## src/rtl/im_ctrl_pkg.sv

```systemverilog
// rtl/im_ctrl_pkg.sv - shared types and constants for the IM fetch controller
package im_ctrl_pkg;

    localparam int IM_ADDR_W = 10;
    localparam int IM_DATA_W = 32;
    localparam int IM_DEPTH  = 256;

    localparam logic [IM_DATA_W-1:0] IM_HALT_WORD = 32'hFFFF_FFFF;

    typedef enum logic [1:0] {
        ST_LOAD,
        ST_IDLE,
        ST_RUN,
        ST_HALTED
    } state_e;

endpackage

```

## src/rtl/im_fetch_if.sv

```systemverilog
// rtl/im_fetch_if.sv - boot stream, IM port and decode handshake of the fetch controller
interface im_fetch_if;
    import im_ctrl_pkg::*;

    logic                 LoadValid;
    logic [IM_DATA_W-1:0] LoadData;
    logic                 LoadLast;
    logic                 LoadReady;
    logic                 Start;
    logic [IM_ADDR_W-1:0] ImAddress;
    logic                 ImWe;
    logic [IM_DATA_W-1:0] ImWriteData;
    logic [IM_DATA_W-1:0] ImInstruction;
    logic                 InstrValid;
    logic [IM_DATA_W-1:0] InstrOut;
    logic [IM_ADDR_W-1:0] InstrPc;
    logic                 InstrReady;
    logic                 BranchTaken;
    logic [IM_ADDR_W-1:0] BranchTarget;
    logic                 Halted;

    modport master (
        input  LoadValid, LoadData, LoadLast, Start, ImInstruction,
               InstrReady, BranchTaken, BranchTarget,
        output LoadReady, ImAddress, ImWe, ImWriteData, InstrValid,
               InstrOut, InstrPc, Halted
    );

    modport slave (
        output LoadValid, LoadData, LoadLast, Start, ImInstruction,
               InstrReady, BranchTaken, BranchTarget,
        input  LoadReady, ImAddress, ImWe, ImWriteData, InstrValid,
               InstrOut, InstrPc, Halted
    );

endinterface

```

## src/rtl/im_fetch_slice.sv

```systemverilog
// rtl/im_fetch_slice.sv - one-entry valid/ready output register with flush
module im_fetch_slice #(
    parameter int ADDR_W = 10,
    parameter int DATA_W = 32
) (
    input  logic              Clk,
    input  logic              Reset,
    input  logic              flush_i,
    input  logic              in_valid_i,
    input  logic [DATA_W-1:0] in_data_i,
    input  logic [ADDR_W-1:0] in_pc_i,
    output logic              in_ready_o,
    input  logic              out_ready_i,
    output logic              out_valid_o,
    output logic [DATA_W-1:0] out_data_o,
    output logic [ADDR_W-1:0] out_pc_o
);

    logic              valid_q;
    logic [DATA_W-1:0] data_q;
    logic [ADDR_W-1:0] pc_q;

    assign in_ready_o  = !valid_q || out_ready_i;
    assign out_valid_o = valid_q;
    assign out_data_o  = data_q;
    assign out_pc_o    = pc_q;

    // Flush drops the held entry whether or not it was accepted this cycle.
    always_ff @(posedge Clk) begin
        if (Reset) begin
            valid_q <= 1'b0;
            data_q  <= '0;
            pc_q    <= '0;
        end else if (flush_i) begin
            valid_q <= 1'b0;
        end else if (in_ready_o) begin
            valid_q <= in_valid_i;
            if (in_valid_i) begin
                data_q <= in_data_i;
                pc_q   <= in_pc_i;
            end
        end
    end

endmodule

```

## src/rtl/im_fetch_ctrl.sv

```systemverilog
// rtl/im_fetch_ctrl.sv - IM boot loader and instruction fetch sequencer
module im_fetch_ctrl
    import im_ctrl_pkg::*;
#(
    parameter int                ADDR_W    = IM_ADDR_W,
    parameter int                DATA_W    = IM_DATA_W,
    parameter logic [ADDR_W-1:0] RESET_PC  = '0,
    parameter logic [DATA_W-1:0] HALT_WORD = IM_HALT_WORD
) (
    input logic        Clk,
    input logic        Reset,
    im_fetch_if.master bus
);

    localparam logic [ADDR_W-1:0] LAST_PTR  = ADDR_W'((IM_DEPTH - 1) * 4);
    localparam logic [ADDR_W-1:0] WORD_STEP = ADDR_W'(4);

    state_e            st_q, st_d;
    logic [ADDR_W-1:0] pc_q, pc_d;
    logic [ADDR_W-1:0] ptr_q, ptr_d;
    logic              is_halt;
    logic              slot_ready;
    logic              fetch_valid;
    logic              flush;

    assign is_halt = (bus.ImInstruction == HALT_WORD);

    always_ff @(posedge Clk) begin
        if (Reset) begin
            st_q  <= ST_LOAD;
            pc_q  <= RESET_PC;
            ptr_q <= '0;
        end else begin
            st_q  <= st_d;
            pc_q  <= pc_d;
            ptr_q <= ptr_d;
        end
    end

    always_comb begin
        st_d  = st_q;
        pc_d  = pc_q;
        ptr_d = ptr_q;
        case (st_q)
            ST_LOAD: begin
                if (bus.LoadValid) begin
                    // The last IM slot ends the load so the pointer never wraps.
                    if (bus.LoadLast || ptr_q == LAST_PTR) begin
                        st_d = ST_IDLE;
                    end else begin
                        ptr_d = ptr_q + WORD_STEP;
                    end
                end
            end
            ST_IDLE, ST_HALTED: begin
                if (bus.Start) begin
                    pc_d = RESET_PC;
                    st_d = ST_RUN;
                end
            end
            ST_RUN: begin
                if (bus.BranchTaken) begin
                    pc_d = bus.BranchTarget & ~ADDR_W'(3);
                end else if (slot_ready) begin
                    if (is_halt) begin
                        st_d = ST_HALTED;
                    end else begin
                        pc_d = pc_q + WORD_STEP;
                    end
                end
            end
            default: st_d = ST_LOAD;
        endcase
    end

    always_comb begin
        bus.LoadReady   = (st_q == ST_LOAD);
        bus.ImWe        = (st_q == ST_LOAD) && bus.LoadValid && !Reset;
        bus.ImAddress   = (st_q == ST_LOAD) ? ptr_q : pc_q;
        bus.ImWriteData = bus.LoadData;
        bus.Halted      = (st_q == ST_HALTED);
        fetch_valid     = (st_q == ST_RUN) && !bus.BranchTaken && !is_halt;
        flush           = ((st_q == ST_RUN) && bus.BranchTaken)
                       || ((st_q == ST_HALTED) && bus.Start);
    end

    im_fetch_slice #(
        .ADDR_W(ADDR_W),
        .DATA_W(DATA_W)
    ) u_slice (
        .Clk        (Clk),
        .Reset      (Reset),
        .flush_i    (flush),
        .in_valid_i (fetch_valid),
        .in_data_i  (bus.ImInstruction),
        .in_pc_i    (pc_q),
        .in_ready_o (slot_ready),
        .out_ready_i(bus.InstrReady),
        .out_valid_o(bus.InstrValid),
        .out_data_o (bus.InstrOut),
        .out_pc_o   (bus.InstrPc)
    );

endmodule
```

## src/flat_wrapper.sv

```systemverilog
// flat-port wrapper written by rule: the top's interface ports become plain ports
module im_fetch_ctrl_flat import im_ctrl_pkg::*;
#(
    parameter int                ADDR_W    = IM_ADDR_W,
    parameter int                DATA_W    = IM_DATA_W,
    parameter logic [ADDR_W-1:0] RESET_PC  = '0,
    parameter logic [DATA_W-1:0] HALT_WORD = IM_HALT_WORD
)
  (Clk, Reset, bus_LoadValid, bus_LoadData, bus_LoadLast, bus_Start, bus_ImInstruction, bus_InstrReady, bus_BranchTaken, bus_BranchTarget, bus_LoadReady, bus_ImAddress, bus_ImWe, bus_ImWriteData, bus_InstrValid, bus_InstrOut, bus_InstrPc, bus_Halted);
  im_fetch_if bus_i ();
  input logic Clk;
  input logic Reset;
  input wire logic [$bits(bus_i.LoadValid)-1:0] bus_LoadValid;
  input wire logic [$bits(bus_i.LoadData)-1:0] bus_LoadData;
  input wire logic [$bits(bus_i.LoadLast)-1:0] bus_LoadLast;
  input wire logic [$bits(bus_i.Start)-1:0] bus_Start;
  input wire logic [$bits(bus_i.ImInstruction)-1:0] bus_ImInstruction;
  input wire logic [$bits(bus_i.InstrReady)-1:0] bus_InstrReady;
  input wire logic [$bits(bus_i.BranchTaken)-1:0] bus_BranchTaken;
  input wire logic [$bits(bus_i.BranchTarget)-1:0] bus_BranchTarget;
  output wire logic [$bits(bus_i.LoadReady)-1:0] bus_LoadReady;
  output wire logic [$bits(bus_i.ImAddress)-1:0] bus_ImAddress;
  output wire logic [$bits(bus_i.ImWe)-1:0] bus_ImWe;
  output wire logic [$bits(bus_i.ImWriteData)-1:0] bus_ImWriteData;
  output wire logic [$bits(bus_i.InstrValid)-1:0] bus_InstrValid;
  output wire logic [$bits(bus_i.InstrOut)-1:0] bus_InstrOut;
  output wire logic [$bits(bus_i.InstrPc)-1:0] bus_InstrPc;
  output wire logic [$bits(bus_i.Halted)-1:0] bus_Halted;
  assign bus_i.LoadValid = bus_LoadValid;
  assign bus_i.LoadData = bus_LoadData;
  assign bus_i.LoadLast = bus_LoadLast;
  assign bus_i.Start = bus_Start;
  assign bus_i.ImInstruction = bus_ImInstruction;
  assign bus_i.InstrReady = bus_InstrReady;
  assign bus_i.BranchTaken = bus_BranchTaken;
  assign bus_i.BranchTarget = bus_BranchTarget;
  assign bus_LoadReady = bus_i.LoadReady;
  assign bus_ImAddress = bus_i.ImAddress;
  assign bus_ImWe = bus_i.ImWe;
  assign bus_ImWriteData = bus_i.ImWriteData;
  assign bus_InstrValid = bus_i.InstrValid;
  assign bus_InstrOut = bus_i.InstrOut;
  assign bus_InstrPc = bus_i.InstrPc;
  assign bus_Halted = bus_i.Halted;
  im_fetch_ctrl #(.ADDR_W(ADDR_W), .DATA_W(DATA_W), .RESET_PC(RESET_PC), .HALT_WORD(HALT_WORD)) u_core (.Clk(Clk), .Reset(Reset), .bus(bus_i));
endmodule
```

## config.mk

```make
export PLATFORM = sky130hd
export DESIGN_NAME = im_fetch_ctrl_flat
export DESIGN_NICKNAME = d
export VERILOG_FILES = /design/src/rtl/im_ctrl_pkg.sv /design/src/rtl/im_fetch_if.sv /design/src/rtl/im_fetch_slice.sv /design/src/rtl/im_fetch_ctrl.sv /design/src/flat_wrapper.sv
export SDC_FILE = /design/constraint.sdc
export NUM_CORES = 1
export LEC_CHECK = 0
export ABC_AREA = 0
export BUFFER_PORTS_ARGS = -buffer_cell sky130_fd_sc_hd__buf_4
export CORE_UTILIZATION = 44
export DETAILED_ROUTE_END_ITERATION = 8
export HOLD_SLACK_MARGIN = 0.05
export PLACE_DENSITY = 0.82
export SLEW_MARGIN = 20
export SYNTH_ARGS = -nofsm -noshare
export SYNTH_HDL_FRONTEND = slang
export SYNTH_SLANG_ARGS = --single-unit
```

## constraint.sdc

```tcl
create_clock -name Clk -period 2.88 [get_ports Clk]
set_clock_uncertainty 0.1 [all_clocks]
set_input_delay 0.288 -clock Clk [delete_from_list [all_inputs] [get_ports Clk]]
set_output_delay 0.288 -clock Clk [all_outputs]
set_load 0.01 [all_outputs]
```

=== Yosys cells after proc, flatten, opt, wreduce, memory -nomap -nowiden ===
Cells that the tools add are included.

* Add/sub/neg operators: 2
* Equality and inequality tests: 13
* Multiplexer cells: 13
* Bitwise logic cells: 2
* Reductions and logical operators: 21

{| class="wikitable"
|+ Operators by type and width
! operator !! number
|-
| $mux W10 || 5
|-
| $eq A32 B32 Y1 const B || 1
|-
| $add A10 B3 Y10 const B || 2
|-
| $pmux W10 S2 || 1
|-
| $mux W2 || 6
|-
| $eq A10 B10 Y1 const B || 1
|-
| $logic_and A1 B1 Y1 || 6
|-
| $ne A2 B1 Y1 const B || 3
|-
| $ne A2 B2 Y1 const B || 3
|-
| $pmux W2 S3 || 1
|-
| $reduce_and A3 Y1 || 2
|-
| $reduce_and A6 Y1 || 1
|-
| $eq A2 B2 Y1 const B || 2
|-
| $logic_not A1 Y1 || 4
|-
| $reduce_and A4 Y1 || 1
|-
| $reduce_or A2 Y1 || 2
|-
| $logic_or A1 B1 Y1 || 3
|-
| $ne A3 B2 Y1 const B || 1
|-
| $ne A3 B3 Y1 const B || 1
|-
| $eq A2 B1 Y1 const B || 1
|-
| $logic_not A2 Y1 || 1
|-
| $not A1 Y1 || 2
|-
| $reduce_bool A2 Y1 || 1
|}

* Flip-flop bits (word level): 65
* Input port bits: 81
* Output and inout bits: 88
* Logic and storage cells: 57

=== Depth between registers and ports, before layout ===
* Depth in word-level cells: 5
* Mapped depth: 7
* Depth with buffers taken out: 6

=== Hierarchy ===
Synthesis repeated with hierarchy kept, for this count alone.

* Cells, all modules: 372
* Area, all modules: 3477.1 um^2

{| class="wikitable"
|+ By module, submodules not included
! module !! times used !! cells each !! area an instance (um^2) !! seq. area each (um^2)
|-
| im_fetch_slice || 1 || 188 || 1971.9 || 860.8
|-
| im_fetch_ctrl || 1 || 184 || 1505.2 || 360.3
|}

=== Worst setup path before layout ===
No wires, ideal clock.

* Kind: register to register
* From: reg u_core.st_q[0]
* To: reg u_core.u_slice.data_q[24] (netlist: u_core.u_slice.out_data_o[24])
* Arrival: 1.796 ns
* Data required time: 2.652 ns
* Setup slack: 0.856 ns
* Stages on the path, launching flop included: 8
* Cell sequence: dfxtp_1 buf_6 or3b_1 buf_2 a211oi_2 buf_6 mux2i_1 nor2_1

* Cells in the longest elaborated chain, start to end: 5
* Elaborated cells between the ends (all ways): 9
* Those cells by class: eq/ne: 2; bitwise: 1; reduce/logical: 6

{| class="wikitable"
|+ RTL lines
! what !! RTL line !! source
|-
| from (decl) || im_fetch_ctrl.sv:18 || <nowiki>state_e st_q, st_d;</nowiki>
|-
| from (signal assigned) || im_fetch_ctrl.sv:34 || <nowiki>st_q <= st_d;</nowiki>
|-
| $eq A2 B2 Y1, on equally long branches || im_fetch_ctrl.sv:82, im_fetch_ctrl.sv:83, im_fetch_ctrl.sv:84 ||
|-
| $logic_and A1 B1 Y1, on equally long branches || im_fetch_ctrl.sv:83, im_fetch_ctrl.sv:84 ||
|-
| $logic_or A1 B1 Y1 || im_fetch_ctrl.sv:84 || <nowiki>|| ((st_q == ST_HALTED) && bus.Start);</nowiki>
|-
| $not A1 Y1 (no line) || - ||
|-
| $reduce_and A3 Y1 (no line) (*) || - ||
|-
| to (signal assigned) || im_fetch_slice.sv:39 || <nowiki>data_q <= in_data_i;</nowiki>
|-
| to (decl) || im_fetch_slice.sv:20 || <nowiki>logic [DATA_W-1:0] data_q;</nowiki>
|}

Every way passes the cells marked *; elsewhere a longest branch is shown, timed or not.
A chain may end at the register's enable or synchronous reset.

=== Worst setup path in the final report ===
* From: reg u_core.st_q[1]
* To: reg u_core.pc_q[8]

* Cells in the longest elaborated chain, start to end: 4
* Elaborated cells between the ends (all ways): 10
* Those cells by class: eq/ne: 6; mux: 1; reduce/logical: 3

{| class="wikitable"
|+ RTL lines
! what !! RTL line !! source
|-
| $eq A2 B2 Y1 / $eq A2 B1 Y1 (equally long branches) || im_fetch_ctrl.sv:44 || <nowiki>case (st_q)</nowiki>
|-
| $reduce_or A2 Y1 || im_fetch_ctrl.sv:44 ||
|-
| $ne A2 B2 Y1 (no line) / $reduce_bool A2 Y1 (equally long branches) || - ||
|-
| $reduce_and A4 Y1 (no line) || - ||
|-
| to (signal assigned) || im_fetch_ctrl.sv:35 || <nowiki>pc_q <= pc_d;</nowiki>
|-
| to (decl) || im_fetch_ctrl.sv:19 || <nowiki>logic [ADDR_W-1:0] pc_q, pc_d;</nowiki>
|}

Several ways; a longest one is shown, not always the timed one.

==> reports/qor.yml <==
outcome: "complete, no violations"
antenna_found_initial: 0
synth.most_common_cell: "dfxtp_1"
clkTransAtPathRegs_ns: 0.06
cts.sinks: 59
p_switching_uw: 436
synth_ff_type: "dfxtp_1"
post-route-util_pct: 57.8
cts_max_path_buffers: 2
clock_latency_ns: 0.33
dr.first_iter.drc_count: 90
final_antenna_net_count: 0
synth-seq-area-share_pct: 40.3
placed_cell_area_sq_um: 3450
ir_worst_vdd_uv: 317
fp-row-count: 29
vias_per_cell: 5.25
syn-cell-area_sq_um: 2930
synth-seq-cells: 59
cts_buffers: 9
synthTopCellsByArea: "dfxtp_1 40%, mux2i_1 14%, buf_4 9.5%"
die_w_um: 83.7
p_seq_share_pct: 43.4
leakage_nw: 1.52
finalSetupTns_ns: 0
path_depth: 4
ctsHoldBuffers: 0
antennaDiodeCount: 0
dpl.hpwl_mm: 4.92
critPathCapture: "u_core.pc_q[8]"
final_max_slew_viol_count: 0
synth_enable_flop_cells: 0
r2r-start: "u_core.st_q[1]"
regArea_sq_um: 1180
synth.distinct_cells: 43
crit_required_ns: 3.00
portBuffers: 98
die_h_um: 83.7
max-cap-violations: 0
reg2reg_depth: 4
switching_share_pct: 22.2
start_kind: "flip-flop"
hold_violations: 0
crit_chain: "or3b_1 -> nand2_1 -> and2_1 -> mux2_2"
grt_overflow: 0
arrival_ns: 2.40
r2r_slack_ns: 0.60
clkPwrFrac_pct: 46.5
finalWirelength_mm: 6.69
p_int_mw: 1.53
min_period_over_period_pct: 79.2
h-tree-depth: 3
critPathBufInv: 0
nNetsFinal: 467
detailedRoute.firstPassIterationCount: 4
power_frac_comb_pct: 10.0
wire_per_inst_um: 14.4
io_pins: 169
areaGrowthSynthToFinish_pct: 25.8
synth_top_area_cell: "dfxtp_1"
synth-async-reset-ratio_pct: 0
grt_max_degree: 41
multiInputGateArea_sq_um: 1350
rsz0062_at_grt: "false"
setup_viol: 0
relSlewSlack_pct: 58.0
fin_crit_ns: 2.28
die_area_sq_um: 7000
hold_path_class: "input pin to flip-flop"
worst-path-max-fanout: 10
min_path_cells: 3
timing.fmax_mhz: 438
synth_commonest_cells: "59 x dfxtp_1, 53 x nor2_1, 41 x mux2i_1"
ys_warn_count: 0
cp_top_family: "simple AND/OR/NAND/NOR gates"
critPathLaunch: "u_core.st_q[1]"
slowest_delay_ns: 0.55
syn_inst: 320
vias: 2446
grt_usage_pct: 19.4
end_kind: "flip-flop"
postLayoutCellArea_sq_um: 3690
clock-root-buffer: "clkbuf_8"
post_cts_buffers: 0
grt_pass1_wl_mm: 10.9
cts_resized: 0
worst-setup-path-type: "flip-flop to flip-flop"
powerDensity_nw_per_um2: 533
tritoncts: "yes"
gp_congestion: 0.867
cp_slowest_cell: "or3b_1"
fp.coreArea_sq_um: 6390
syn_avg_cell_area_sq_um: 9.17
drive_gt1_share_pct: 33.2
first_global_vias: 2261
r2r_end: "u_core.pc_q[8]"
fill_cells: 585
worstMarginPinSlew_ns: 0.629
netlist.area_leader.share_pct: 40.3
start_util_pct: 45.9
drc: 0
==> flip-flops by register name, summed over array words and instances (netlist names) <==
name and count:
u_core.u_slice.out_data_o 32, u_core.u_slice.out_valid_o 1, u_core.u_slice.out_pc_o 8, u_core.st_q 2, u_core.ptr_q 8, u_core.pc_q 8
==> cell families (layout without fill, tap and decap cells) <==
group	Yosys count	count (layout)	synth area share, %
and+or+nand+nor	106	106	17.2
buffers and inverters	64	130	14.3
DFF	59	59	40.3
muxes	47	47	16.3
AOI/OAI and AO/OA	33	33	8.61
xor gates and xnor gates	8	8	2.39
adders and majority gates	2	2	0.853
other	1	4	0.128
==> tightest hold or removal path: stages <==
cell	delay, ns
buf_4	0.08
mux2i_1	0.05
nor2_1	0.07
==> metal layers <==
metal | global-route usage [%] | up-vias | part of all wire, %
li1 | - | 1202 | -
met1 | 23.9 | 1108 | 43
met2 | 30.9 | 123 | 47
met3 | 8.11 | 13 | 8.9
met4 | 5.86 | 0 | 1.0
met5 | 0 | - | 0
==> worst min path at each step <==
stage,startpoint,end,slack (ns)
final,bus_ImInstruction[22],u_core.u_slice.out_data_o[22],0.1
after global routing,bus_ImInstruction[29],u_core.u_slice.out_data_o[29],0.08
after CTS,bus_ImInstruction[27],u_core.u_slice.out_data_o[27],0.08
after detailed placement,u_core.u_slice.out_data_o[25],u_core.u_slice.out_data_o[25],0.38
after global placement,u_core.u_slice.out_data_o[26],u_core.u_slice.out_data_o[26],0.37
after floorplan,bus_Start,u_core.st_q[1],0.33
==> cell usage in the layout, fill, tap and decap left out, types with 4 or more instances in the layout <==
master	synthesis	routed
nand3_1	4	4
inv_1	10	10
and3_1	4	4
clkbuf_8	0	10
buf_4	37	104
xor2_1	5	5
nand4_1	13	13
nand2_1	14	14
mux2_2	6	6
conb_1	1	4
o21ai_0	8	8
dfxtp_1	59	59
mux2i_1	41	41
nor2_1	53	53
==> power groups by stage <==
stage	Clock [mW]	Combinational (mW)	Sequential, mW
6_report	0.916	0.197	0.855
2_1_floorplan	0	0.155	0.869
5_1_grt	0.991	0.215	0.857
3_3_place_gp	0	0.193	0.871
4_1_cts	0.939	0.198	0.854
3_5_place_dp	0	0.197	0.873
==> through the flow <==
step | total power, mW | instances | setup WS [ns] | hold slack, ns
finish | 1.97 | 466 | 0.598 | 0.0994
CTS | 1.99 | 466 | 0.623 | 0.0849
global placement | 1.06 | 450 | 0.610 | 0.375
floorplan | 1.02 | 323 | 0.856 | 0.331
detailed placement | 1.07 | 450 | 0.625 | 0.382
global route | 2.06 | 466 | 0.497 | 0.0849
==> area by class of cell <==
class                   count  share of cell area (%)
clock inverters             5                    2.71
well taps                  77                    2.61
multi-input cells         200                    36.7
repair buffers            104                    21.2
inverters                  10                    1.02
clock buffers              11                    3.83
flip-flops and latches     59                    32.0
Power figures use the tool's default switching activity.
